===== src/rtl/sbase_psw_debounce_one.sv =====
// Push-switch conditioner: synchronise, debounce, then emit press/release,
// long-press and auto-repeat single-cycle pulses for downstream TRG_ONE inputs.
module sbase_psw_debounce_one #(
  parameter int unsigned SYNC_STAGES    = 2,
  parameter int unsigned DB_CYCLES      = 500000,
  parameter int unsigned LONG_CYCLES    = 50000000,
  parameter int unsigned REPEAT_CYCLES  = 10000000,
  parameter int unsigned PSW_ACTIVE_LOW = 0
) (
  input  logic CLK,
  input  logic R_N,
  input  logic PSW,
  input  logic EN,
  output logic LEVEL,
  output logic TRG_ONE,
  output logic REL_ONE,
  output logic LONG_ONE,
  output logic REP_ONE
);

  localparam int unsigned DB_W   = (DB_CYCLES > 1) ? $clog2(DB_CYCLES) : 1;
  localparam int unsigned HOLD_W = $clog2(LONG_CYCLES + 1);
  localparam int unsigned REP_W  = (REPEAT_CYCLES > 1) ? $clog2(REPEAT_CYCLES) : 1;

  localparam logic [DB_W-1:0]   DB_LAST   = DB_W'(DB_CYCLES - 1);
  localparam logic [HOLD_W-1:0] HOLD_LAST = HOLD_W'(LONG_CYCLES - 1);
  localparam logic [HOLD_W-1:0] HOLD_MAX  = HOLD_W'(LONG_CYCLES);
  localparam logic [REP_W-1:0]  REP_LAST  = REP_W'((REPEAT_CYCLES == 0) ? 32'd0 : REPEAT_CYCLES - 1);
  localparam logic              REP_EN    = (REPEAT_CYCLES != 0);
  localparam logic              INVERT    = (PSW_ACTIVE_LOW != 0);

  typedef enum logic [1:0] {
    ST_RELEASED  = 2'd0,
    ST_PRESSED   = 2'd1,
    ST_LONG_HELD = 2'd2
  } state_e;

  logic [SYNC_STAGES-1:0] sync_q, sync_d;
  logic [SYNC_STAGES-1:0] warm_q, warm_d;
  logic [DB_W-1:0]        db_cnt_q, db_cnt_d;
  logic [HOLD_W-1:0]      hold_cnt_q, hold_cnt_d;
  logic [REP_W-1:0]       rep_cnt_q, rep_cnt_d;
  state_e                 state_q, state_d;
  logic                   level_q, level_d;
  logic                   armed_q, armed_d;
  logic                   trg_one_q, trg_one_d;
  logic                   rel_one_q, rel_one_d;
  logic                   long_one_q, long_one_d;
  logic                   rep_one_q, rep_one_d;

  logic s;
  logic fire;
  logic rise;
  logic fall;

  assign s    = sync_q[SYNC_STAGES-1];
  assign fire = armed_q & EN;

  // Next-state: debounce window, press-state FSM, hold/repeat timers, pulses.
  always_comb begin
    sync_d     = {sync_q[SYNC_STAGES-2:0], PSW ^ INVERT};
    warm_d     = {warm_q[SYNC_STAGES-2:0], 1'b1};
    db_cnt_d   = db_cnt_q;
    level_d    = level_q;
    hold_cnt_d = hold_cnt_q;
    rep_cnt_d  = rep_cnt_q;
    state_d    = state_q;
    armed_d    = armed_q;
    trg_one_d  = 1'b0;
    rel_one_d  = 1'b0;
    long_one_d = 1'b0;
    rep_one_d  = 1'b0;

    if (s == level_q) begin
      db_cnt_d = '0;
    end else if (db_cnt_q == DB_LAST) begin
      level_d  = ~level_q;
      db_cnt_d = '0;
    end else begin
      db_cnt_d = db_cnt_q + DB_W'(1);
    end

    rise = level_d & ~level_q;
    fall = ~level_d & level_q;

    case (state_q)
      ST_RELEASED: begin
        if (rise) begin
          state_d    = ST_PRESSED;
          hold_cnt_d = '0;
          trg_one_d  = fire;
        end else if (!level_q && warm_q[SYNC_STAGES-1] && !s) begin
          // Arm only once the synchroniser holds real samples showing release.
          armed_d = 1'b1;
        end
      end
      ST_PRESSED: begin
        if (fall) begin
          state_d    = ST_RELEASED;
          rel_one_d  = fire;
          hold_cnt_d = '0;
          rep_cnt_d  = '0;
          armed_d    = 1'b1;
        end else if (hold_cnt_q == HOLD_LAST) begin
          state_d    = ST_LONG_HELD;
          long_one_d = fire;
          hold_cnt_d = HOLD_MAX;
          rep_cnt_d  = '0;
        end else begin
          hold_cnt_d = hold_cnt_q + HOLD_W'(1);
        end
      end
      ST_LONG_HELD: begin
        if (fall) begin
          state_d    = ST_RELEASED;
          rel_one_d  = fire;
          hold_cnt_d = '0;
          rep_cnt_d  = '0;
          armed_d    = 1'b1;
        end else if (REP_EN) begin
          if (rep_cnt_q == REP_LAST) begin
            rep_one_d = fire;
            rep_cnt_d = '0;
          end else begin
            rep_cnt_d = rep_cnt_q + REP_W'(1);
          end
        end
      end
      default: begin
        state_d = ST_RELEASED;
      end
    endcase
  end

  always_ff @(posedge CLK or negedge R_N) begin
    if (!R_N) begin
      sync_q     <= '0;
      warm_q     <= '0;
      db_cnt_q   <= '0;
      level_q    <= 1'b0;
      hold_cnt_q <= '0;
      rep_cnt_q  <= '0;
      state_q    <= ST_RELEASED;
      armed_q    <= 1'b0;
      trg_one_q  <= 1'b0;
      rel_one_q  <= 1'b0;
      long_one_q <= 1'b0;
      rep_one_q  <= 1'b0;
    end else begin
      sync_q     <= sync_d;
      warm_q     <= warm_d;
      db_cnt_q   <= db_cnt_d;
      level_q    <= level_d;
      hold_cnt_q <= hold_cnt_d;
      rep_cnt_q  <= rep_cnt_d;
      state_q    <= state_d;
      armed_q    <= armed_d;
      trg_one_q  <= trg_one_d;
      rel_one_q  <= rel_one_d;
      long_one_q <= long_one_d;
      rep_one_q  <= rep_one_d;
    end
  end

  assign LEVEL    = level_q;
  assign TRG_ONE  = trg_one_q;
  assign REL_ONE  = rel_one_q;
  assign LONG_ONE = long_one_q;
  assign REP_ONE  = rep_one_q;

endmodule


===== config.mk =====
export PLATFORM = sky130hd
export DESIGN_NAME = sbase_psw_debounce_one
export DESIGN_NICKNAME = d
export VERILOG_FILES = /design/src/rtl/sbase_psw_debounce_one.sv
export SDC_FILE = /design/constraint.sdc
export NUM_CORES = 1
export LEC_CHECK = 0
export ABC_AREA = 1
export CAP_MARGIN = 10
export CORE_UTILIZATION = 46
export DETAILED_ROUTE_END_ITERATION = 8
export GPL_TIMING_DRIVEN = 0
export HOLD_SLACK_MARGIN = 0.06
export SYNTH_ARGS = -nofsm -noshare
export SYNTH_HDL_FRONTEND = slang
export SYNTH_SLANG_ARGS = --single-unit
export TNS_END_PERCENT = 5

===== constraint.sdc =====
create_clock -name CLK -period 3.4 [get_ports CLK]
set_clock_uncertainty 0.2 [all_clocks]
set_input_delay 0.68 -clock CLK [delete_from_list [all_inputs] [get_ports CLK]]
set_output_delay 0.68 -clock CLK [all_outputs]
set_load 0.02 [all_outputs]

==> results of run 1 <==
through the flow:
step	total power, mW	setup TNS (ns)	setup slack, ns	hold WS [ns]	cell area (um^2)
4_1_cts	2.014	0	0.9391	0.1009	5947
2_1_floorplan	1.002	0	1.415	0.1312	5375
3_5_place_dp	1.034	0	0.9564	0.1347	5659
5_1_grt	2.064	0	0.7444	0.1229	5947
3_3_place_gp	1.030	-132.47	-1.642	0.1337	5634
6_report	1.990	0	0.9209	0.08160	5947
path summary, 6_finish.rpt:
kind                            slack (ns)  depth (start not counted)            to
worst min register to register        0.15                          0     sync_q[1]
max in group asynchronous             2.31                          2  db_cnt_q[18]
worst min-delay path                  0.08                          1  rep_cnt_q[7]
worst max register to register        0.92                         10  rep_cnt_q[9]
min in group CLK                      0.15                          0     sync_q[1]
worst max-delay path                  0.92                         10  rep_cnt_q[9]
synthesized netlist by cell type, types with 3 or more instances:
cell type,count
nand2_1,299
nor2_1,138
dfrtp_1,81
inv_1,71
nand3_1,54
nand4_1,25
nor3_1,20
xor2_1,18
o21ai_0,9
nand3b_1,8
o21ai_2,8
xnor2_1,8
buf_6,7
clkbuf_1,7
ha_1,7
a21oi_1,6
o21ai_1,6
o21bai_1,5
buf_4,3
nand2_4,3
nand3_2,3
or2_2,3
routing by layer:
metal | part of all wire | track usage | routed length [um] | vias up
met5 | 0 | 0 | 0 | -
met4 | 0.015 | 0.08647 | 209 | 0
met3 | 0.038 | 0.03410 | 521 | 12
met2 | 0.45 | 0.3826 | 6156 | 95
met1 | 0.50 | 0.3565 | 6905 | 2297
li1 | - | - | - | 2568
kinds of logic (layout without fill, tap and decap cells):
group           after synthesis  after routing  share of synthesized area
buf+inv                      92            117                    0.07658
compound gates               35             35                    0.04097
simple gates                562            562                     0.4460
other cells                   1              1                  0.0006977
xor+xnor                     26             26                    0.04237
flops                        81             81                     0.3771
fa+ha+maj                     7              7                    0.01629
registers in the layout (all words and copies together) (netlist names):
signal / cells
LONG_ONE: 1
REP_ONE: 1
hold_cnt_q: 26
REL_ONE: 1
LEVEL: 1
sync_q: 2
warm_q: 2
rep_cnt_q: 24
armed_q: 1
db_cnt_q: 19
state_q: 2
TRG_ONE: 1
power by group:
| part | leakage, nW | total, mW | internal [mW] | switching [mW] |
|---|---|---|---|---|
| combinational | 1.33 | 0.0404 | 0.0107 | 0.0297 |
| sequential | 1.12 | 0.973 | 0.969 | 0.00420 |
| clock | 0.146 | 0.977 | 0.565 | 0.411 |
critical path: stages (launching register included):
cell and delay [ns]:
dfrtp_1 0.46, ha_1 0.18, clkbuf_1 0.28, nand3_1 0.28, nor3_1 0.21, nand3_1 0.13, clkbuf_1 0.28, nand3_1 0.16
nor2_1 0.05, nand3_1 0.07, nand2_1 0.06
layout make-up:
type,instances,area [um^2]
sequential,81,2027
multi-input combinational,631,2937
buffer,18,132.6
timing repair buffer,9,105.1
inverter,74,279.0
tap,143,178.9
fill,1135,5472
clock buffer,10,229.0
clock inverter,6,58.81
==> metrics.cfg, run 1 <==
[place]
routabilityCongestion=0.9591
placed_cells=956
dp_hpwl_um=10450
portBuffers=8

[worst_setup_path]
required_ns=3.44
critical_path_peak_fanout=10
start_kind=register
critPathLaunch=rep_cnt_q[0]
reg2reg_from=rep_cnt_q[0]
critical_path_arrival_ns=2.52
worstSetupPathType=register to register
cp-end-kind=register

[sta]
slew-limit-headroom=0.6255
timing_hold_violations_final=0
fmaxAchievable_mhz=403.4
worstMarginPinSlew_ns=0.5617
period_minus_slack_ns=2.479
rsz0062_at_grt=false
setup_viol=0
finalMaxSlewViolations=0
post-route-period-util=0.7291

[route]
initialDrtViolationCount=419
route.antenna.remaining_nets=0
routed_wl_um=13790
detailroute.via_count=4972
detail_route.first_pass.iterations=5
post-route-drc-count=0
avgViaCountPerCell=5.115
wl_per_cell_um=14.19

[run]
drv_cap=0

[global_routing]
grt_pass1_vias=4522
grt_max_degree=50
globalRouteOverflowTotal=0
grt_antenna_before_repair=0
grt_pass1_wl_um=22560
grtUsageTotal=0.2483

[clock_network]
tritoncts=yes
cts-root-buf=clkbuf_16
clkLatencyLatePin_ns=0.35
holdBufCountCts=0
cts_max_path_buffers=2
cts_post_setup_buffers_inserted=0
cts-resized-gates=0
cts_max_level=3
clock_sinks=81
worst_setup_hold_path_clk_slew_ns=0.06
numCtsBuffers=9

[power]
ir_drop_v=0.0003646
power_density_nw_per_um2=334.7
cellLeakagePower_nw=2.592

[synthesis]
synth_area_um2=5375
post_synth_num_cell_types=34
synth.yosys.seq_area_share=0.3771
synthDominantAreaCellType=dfrtp_1
syn_area_per_cell_um2=6.686
netlist.area_leader.share=0.3771
synthCells=804
synth_flop_cell=dfrtp_1
synth_area_leaders=dfrtp_1 (38%), nand2_1 (21%), nor2_1 (9.6%), nand3_1 (5.0%), inv_1 (5.0%)
synth_edf_count=0
synth-warning-count=0
ys_seq_elements=81
synthesis.nets=815
synthArstFlopShare=1.000

[floorplan]
io_pins=9
placeableCoreArea_um2=11420
die-width_um=110.1
num_rows=39
floorplan.die.height_um=110.1
start_util=0.4707
die-area_um2=12120

[hold_path]
min_path_type=primary input to asynchronous set/reset pin

[layout]
synthToLayoutAreaGrowth_pct=10.64
post_route_cells_drive_above_1_share=0.06273
nets=835
final_cell_mix=nand2_1 (299), nor2_1 (138), dfrtp_1 (81)
final_cells=972
most_common_library_cell_in_the_layout_ignoring_fill_and_taps=nand2_1
finish.utilization=0.5208
antenna_cells=0

[run_status]
run_status=finished clean

Power figures use the tool's default switching activity.
==> run 2, diff against run 1 <==
==> constraint.sdc (replaced) <==
create_clock -name CLK -period 2.47 [get_ports CLK]
set_clock_uncertainty 0.2 [all_clocks]
set_input_delay 0.494 -clock CLK [delete_from_list [all_inputs] [get_ports CLK]]
set_output_delay 0.494 -clock CLK [all_outputs]
set_load 0.02 [all_outputs]
==> run 2 against run 1 <==
  * Global-route usage unchanged
  * Hold slack improved by 0.067 ns
  * Final cell count unchanged
  * Fmax increased by 6.6%
  * Non-clock buffer count unchanged
  * Register-to-register slack got worse by 0.78 ns
  * Clock power increased by 37%
  * Wire length increased by 0.79%
  * Final area increased by 0.48%
  * Die area unchanged
  * Via count increased by 0.26%
  * Critical path depth unchanged
  * Critical path type unchanged
  * Largest cell class unchanged
==> metrics.cfg, run 2 (same netlist as run 1, synthesis figures left out) <==
[floorplan]
start_util=0.4707  ; unchanged
floorplan.die.height_um=110.1  ; unchanged
placeableCoreArea_um2=11420  ; unchanged
io_pins=9  ; unchanged
die-area_um2=12120  ; unchanged
num_rows=39  ; unchanged
die-width_um=110.1  ; unchanged

[route]
initialDrtViolationCount=380  ; -9.3%
wl_per_cell_um=14.30  ; +0.79%
avgViaCountPerCell=5.129  ; +0.26%
post-route-drc-count=0  ; unchanged
detail_route.first_pass.iterations=5  ; unchanged
detailroute.via_count=4985  ; +0.26%
routed_wl_um=13900  ; +0.79%
route.antenna.remaining_nets=0  ; unchanged

[worst_setup_path]
worstSetupPathType=register to register
critical_path_peak_fanout=10  ; unchanged
required_ns=2.52  ; -0.92 ns
path_cells=ha_1, nand3_2, nor3_4, nand3_2, buf_4, buf_2, nand2_1, nor2_1, nand2_1, nand2_1
cp_common_cell=nand2_1
critical-path-slowest-cell=dfrtp_1
path_delay_family=simple AND/OR/NAND/NOR gates
cp-end-kind=register
start_kind=register
critical_path_depth=10  ; unchanged
path_buf_inv=2  ; unchanged
crit_path_largest_cell_delay_ns=0.42  ; -0.04 ns
worst_r2r_path_depth=10  ; unchanged
critical_path_arrival_ns=2.37  ; -0.15 ns

[layout]
top_register=hold_cnt_q
final_cell_mix=nand2_1 (299), nor2_1 (138), dfrtp_1 (81)
finish.utilization=0.5233  ; +0.002520
largest_register_ffs=26  ; unchanged
combined_area_of_the_multi_input_logic_cells_um2=2957  ; +0.68%
synthToLayoutAreaGrowth_pct=11.17
area_used_by_sequential_logic_in_the_layout_um2=2027  ; unchanged
nets=835  ; unchanged
post_route_cells_drive_above_1_share=0.06634  ; +0.003619
reg_top3=hold_cnt_q (26), rep_cnt_q (24), db_cnt_q (19)
most_common_library_cell_in_the_layout_ignoring_fill_and_taps=nand2_1
layout_fillers=1133  ; -0.18%
antenna_cells=0  ; unchanged

[clock_network]
cts_max_level=3  ; unchanged
worst_setup_hold_path_clk_slew_ns=0.06  ; about the same
cts_max_path_buffers=2  ; unchanged
tritoncts=yes
cts_post_setup_buffers_inserted=0  ; unchanged
clock_sinks=81  ; unchanged
clkLatencyLatePin_ns=0.35  ; about the same
numCtsBuffers=9  ; unchanged
cts-root-buf=clkbuf_16

[sta]
timing_hold_violations_final=0  ; unchanged
setup_total_negative_slack_ns=0  ; unchanged
rsz0062_at_grt=true
period_minus_slack_ns=2.325  ; -0.1541 ns
setup_viol=0  ; unchanged
worstMarginPinSlew_ns=0.5636  ; +0.001890 ns
finalMaxSlewViolations=0  ; unchanged
fmaxAchievable_mhz=430.1  ; +6.6%
post-route-period-util=0.9413  ; +0.2121
slew-limit-headroom=0.6243  ; -0.001260

[global_routing]
gr-max-usage-layer=met2
grtUsageTotal=0.2483  ; unchanged
grt_util_met1=0.3565  ; unchanged
grt_max_degree=50  ; unchanged
grt_pass1_wl_um=22560  ; unchanged
grtUsageMet3=0.03410  ; unchanged
grt_antenna_before_repair=0  ; unchanged
grt_pass1_vias=4522  ; unchanged
groute.layer.met2.usage=0.3826  ; unchanged
globalRouteOverflowTotal=0  ; unchanged

[power]
ir_drop_v=0.0005018  ; +38%
power_density_nw_per_um2=458.2  ; +37%
cellLeakagePower_nw=2.598  ; +0.22%

[place]
portBuffers=8  ; unchanged
routabilityCongestion=0.9591  ; unchanged
dp_hpwl_um=10450  ; unchanged

[hold_path]
worst_hold_path.num_cells=0
min_path_type=register to register

[run]
drv_cap=0  ; unchanged

[run_status]
run_status=finished clean

## run 2: cell count changes in the layout (fill, tap and decap cells not counted), sizes merged
cell / change
clkbuf: -1
dlygate4sd3: +1
## run 2: report_power, final
| group | switching, mW | internal (mW) | leakage (nW) |
|---|---|---|---|
| combinational | 0.0414 | 0.0157 | 1.34 |
| clock | 0.564 | 0.778 | 0.146 |
| sequential | 0.00570 | 1.33 | 1.12 |
| total | 0.611 | 2.13 | 2.60 |
## run 2: path summary, 6_finish.rpt
kind / from / to / slack, ns
max: db_cnt_q[0] / hold_cnt_q[23] / 0.15
min: sync_q[0] / sync_q[1] / 0.15
max reg2reg: db_cnt_q[0] / hold_cnt_q[23] / 0.15
min reg2reg: sync_q[0] / sync_q[1] / 0.15
max in group asynchronous: R_N / db_cnt_q[18] / 1.02
min in group asynchronous: R_N / rep_cnt_q[7] / 0.44
## run 2: layout make-up
cell class	instances	area share
clock buffers	10	0.03832
multi-input cells	631	0.4948
flip-flops and latches	81	0.3392
plain buffers	17	0.02198
repair buffers	10	0.01926
well taps	143	0.02994
clock inverters	6	0.009841
inverters	74	0.04669
## run 2: metrics by stage
| stage | total power [mW] | area, um^2 | setup WS (ns) | hold WS, ns | instances |
|---|---|---|---|---|---|
| 5_1_grt | 2.842 | 5976 | -0.01758 | 0.1669 | 972 |
| 6_report | 2.738 | 5976 | 0.1450 | 0.1484 | 972 |
| 4_1_cts | 2.773 | 5957 | 0.009090 | 0.1486 | 973 |
| 2_1_floorplan | 1.379 | 5375 | 0.4847 | -0.001591 | 804 |
| 3_3_place_gp | 1.418 | 5634 | -2.386 | 0.1337 | 955 |
| 3_5_place_dp | 1.423 | 5659 | 0.02641 | 0.1347 | 956 |
## run 2: what timing repair did
action | 4_1_cts | 5_1_grt
endpoints found under the setup margin | 0 | 23
hold endpoints to repair | 32 | 0
gates resized for setup | 0 | 7
hold buffers | 1 | 0
## run 2: routing by layer
metal	share of wire	up-vias
met5	0	-
met4	0.018	0
met3	0.039	17
met2	0.45	94
met1	0.50	2297
li1	-	2577
## run 2: worst register-to-register path: stages, from the launching register on
cell,delay (ns)
dfrtp_1,0.42
ha_1,0.27
nand3_2,0.14
nor3_4,0.27
nand3_2,0.19
buf_4,0.24
buf_2,0.21
nand2_1,0.09
nor2_1,0.04
nand2_1,0.08
nand2_1,0.05
==> run 3, diff against run 2 <==
--- a/config.mk
+++ b/config.mk
@@ -7,6 +7,7 @@
 export LEC_CHECK = 0
 export ABC_AREA = 1
 export CAP_MARGIN = 10
+export CORE_MARGIN = 8
 export CORE_UTILIZATION = 46
 export DETAILED_ROUTE_END_ITERATION = 8
 export GPL_TIMING_DRIVEN = 0
==> run 3 against run 2 <==
  * Register-to-register slack got worse by 0.02 ns
  * Sequential power about the same
  * Clock-buffer cell count decreased by 1
  * Non-clock buffer count did not move
  * Critical path type unchanged
  * Largest cell class unchanged
==> metrics.cfg, run 3 (same netlist as run 1, synthesis figures left out) <==
[floorplan]
io_pins=9  ; unchanged
num_rows=39  ; unchanged
placeableCoreArea_um2=11420  ; unchanged
floorplan.die.height_um=124.1  ; +13%
die-area_um2=15400  ; +27%
start_util=0.4707  ; unchanged
die-width_um=124.1  ; +13%

[sta]
timing_hold_violations_final=0  ; unchanged
rsz0062_at_grt=false
post-route-period-util=0.9497  ; +0.008389
fmaxAchievable_mhz=426.3  ; -0.88%
period_minus_slack_ns=2.346  ; +0.02072 ns
setup_viol=0  ; unchanged
finalWorstSetupSlack_ns=0.1243  ; -0.02072 ns
finalMaxSlewViolations=0  ; unchanged
timing.hold.ws_ns=0.1492  ; +0.0008160 ns
slew-limit-headroom=0.6373  ; +0.01307
worstMarginPinSlew_ns=0.5440  ; -0.01961 ns

[layout]
area_used_by_sequential_logic_in_the_layout_um2=2028  ; about the same
most_common_library_cell_in_the_layout_ignoring_fill_and_taps=nand2_1
largest_register_ffs=26  ; unchanged
combined_area_of_the_multi_input_logic_cells_um2=2952  ; -0.17%
final_cells=971  ; -0.10%
top_register=hold_cnt_q
synthToLayoutAreaGrowth_pct=11.62
final_cell_mix=nand2_1 (299), nor2_1 (138), dfrtp_1 (80)
nets=835  ; unchanged
antenna_cells=0  ; unchanged
post_route_cells_drive_above_1_share=0.07005  ; +0.003703
layout_fillers=1178  ; +4.0%
reg_top3=hold_cnt_q (26), rep_cnt_q (24), db_cnt_q (19)

[worst_setup_path]
required_ns=2.49  ; -0.03 ns
r2r_slack_ns=0.12  ; -0.02 ns
path_buf_inv=2  ; unchanged
worst_r2r_path_depth=11  ; +1
cp_common_cell=nand2_1
critical-path-slowest-cell=dfrtp_1
start_kind=register
critical_path_arrival_ns=2.37  ; about the same
critical_path.reg2reg.endpoint=rep_cnt_q[18]
path_delay_family=simple AND/OR/NAND/NOR gates
cp-end-kind=register
critical_path_peak_fanout=10  ; unchanged
crit_path_largest_cell_delay_ns=0.39  ; -0.03 ns
worstSetupPathType=register to register
reg2reg_from=hold_cnt_q[0]
path_cells=ha_2, inv_2, nor2_4, nand3_1, nor2_1, nand2_1, nand3_4, nand2_4, buf_6, nand2_1, o21ai_1

[route]
post-route-drc-count=0  ; unchanged
route.antenna.remaining_nets=0  ; unchanged
avgViaCountPerCell=5.249  ; +2.4%
detailroute.via_count=5097  ; +2.2%
routed_wl_um=14190  ; +2.1%
detail_route.first_pass.iterations=5  ; unchanged
wl_per_cell_um=14.61  ; +2.2%
initialDrtViolationCount=302  ; -21%

[global_routing]
grt_pass1_vias=4825  ; +6.7%
grtUsageTotal=0.1985  ; -0.04976
grt_max_degree=59  ; +18%
globalRouteOverflowTotal=0  ; unchanged
gr-max-usage-layer=met2
groute.layer.met2.usage=0.3226  ; -0.05995
grt_antenna_before_repair=0  ; unchanged
grt_util_met1=0.2519  ; -0.1046
grt_pass1_wl_um=23650  ; +4.8%
grtUsageMet3=0.02901  ; -0.005086

[clock_network]
worst_setup_hold_path_clk_slew_ns=0.06  ; about the same
numCtsBuffers=9  ; unchanged
cts_max_path_buffers=2  ; unchanged
cts_max_level=3  ; unchanged
clock_sinks=81  ; unchanged
clkLatencyLatePin_ns=0.35  ; about the same
cts-root-buf=clkbuf_16
tritoncts=yes

[power]
cellLeakagePower_nw=2.597  ; about the same
total_power_mw=2.867  ; +4.7%
ir_drop_v=0.0003393  ; -32%
power_density_nw_per_um2=477.9  ; +4.3%

[hold_path]
hold_path_end=warm_q[1]
hold_path_startpoint=warm_q[0]
min_path_type=register to register
worst_hold_path.num_cells=0  ; unchanged

[place]
preCtsSetupSlack_ns=-0.001275  ; -0.02769 ns
dp_hpwl_um=10700  ; +2.4%
portBuffers=8  ; unchanged
routabilityCongestion=0.9730  ; +1.4%
placed_cells=956  ; unchanged

[run]
drv_cap=0  ; unchanged

[run_status]
run_status=finished clean

[run 3: changes by cell type in the layout (fill, tap and decap cells not counted)]
| cell | before | now |
|---|---|---|
| inv_6 | 0 | 2 |
| ha_4 | 1 | 0 |
| bufinv_16 | 1 | 2 |
| clkinv_2 | 5 | 2 |
| ha_1 | 6 | 4 |
| clkinv_4 | 1 | 0 |
| dfrtp_2 | 0 | 1 |
| ha_2 | 0 | 3 |
| clkbuf_1 | 5 | 4 |
| clkinvlp_4 | 0 | 1 |
| dfrtp_1 | 81 | 80 |
[run 3: worst max-delay path by stage]
stage | startpoint | end | cells after the start
after global placement | R_N | rep_cnt_q[16] | 1
final | hold_cnt_q[0] | rep_cnt_q[18] | 11
after CTS | hold_cnt_q[0] | rep_cnt_q[18] | 11
after floorplan | db_cnt_q[0] | hold_cnt_q[3] | 11
after detailed placement | rep_cnt_q[0] | rep_cnt_q[9] | 10
after global routing | hold_cnt_q[0] | rep_cnt_q[15] | 11
[run 3: power breakdown]
part           total (mW)  leakage, nW  internal [mW]  switching, mW
clock                1.47        0.152          0.886          0.584
sequential           1.34         1.11           1.33        0.00572
combinational      0.0580         1.33         0.0160         0.0420
total                2.87         2.60           2.24          0.632
[run 3: cell type report]
cell class,count,share of cell area
Buffer,17,0.02190
Sequential cell,81,0.3381
Clock buffer,9,0.03754
Multi-Input combinational cell,631,0.4920
Clock inverter,6,0.01502
Timing Repair Buffer,10,0.01919
Tap cell,143,0.02982
Inverter,74,0.04651
[run 3: repair_timing]
| item | CTS | global route |
|---|---|---|
| pin swaps | 0 | 1 |
| gates resized for setup | 0 | 9 |
| hold endpoints to repair | 23 | 0 |
| gates cloned | 0 | 0 |
| setup buffers | 0 | 0 |
| hold buffers | 1 | 0 |
| endpoints found under the setup margin | 5 | 23 |
[run 3: per-stage QoR]
stage	setup TNS (ns)	area (um^2)	util
final	0	6000	0.5254
after global routing	0	6000	0.5254
after detailed placement	-0.001275	5659	0.4956
after floorplan	0	5375	-
after global placement	-189.34	5634	0.4934
after CTS	0	5981	0.5238
[run 3: routing by layer]
layer | wire, um | part of all wire
met1 | 6522 | 0.46
met3 | 569 | 0.040
met5 | 0 | 0
met4 | 504 | 0.036
met2 | 6595 | 0.46
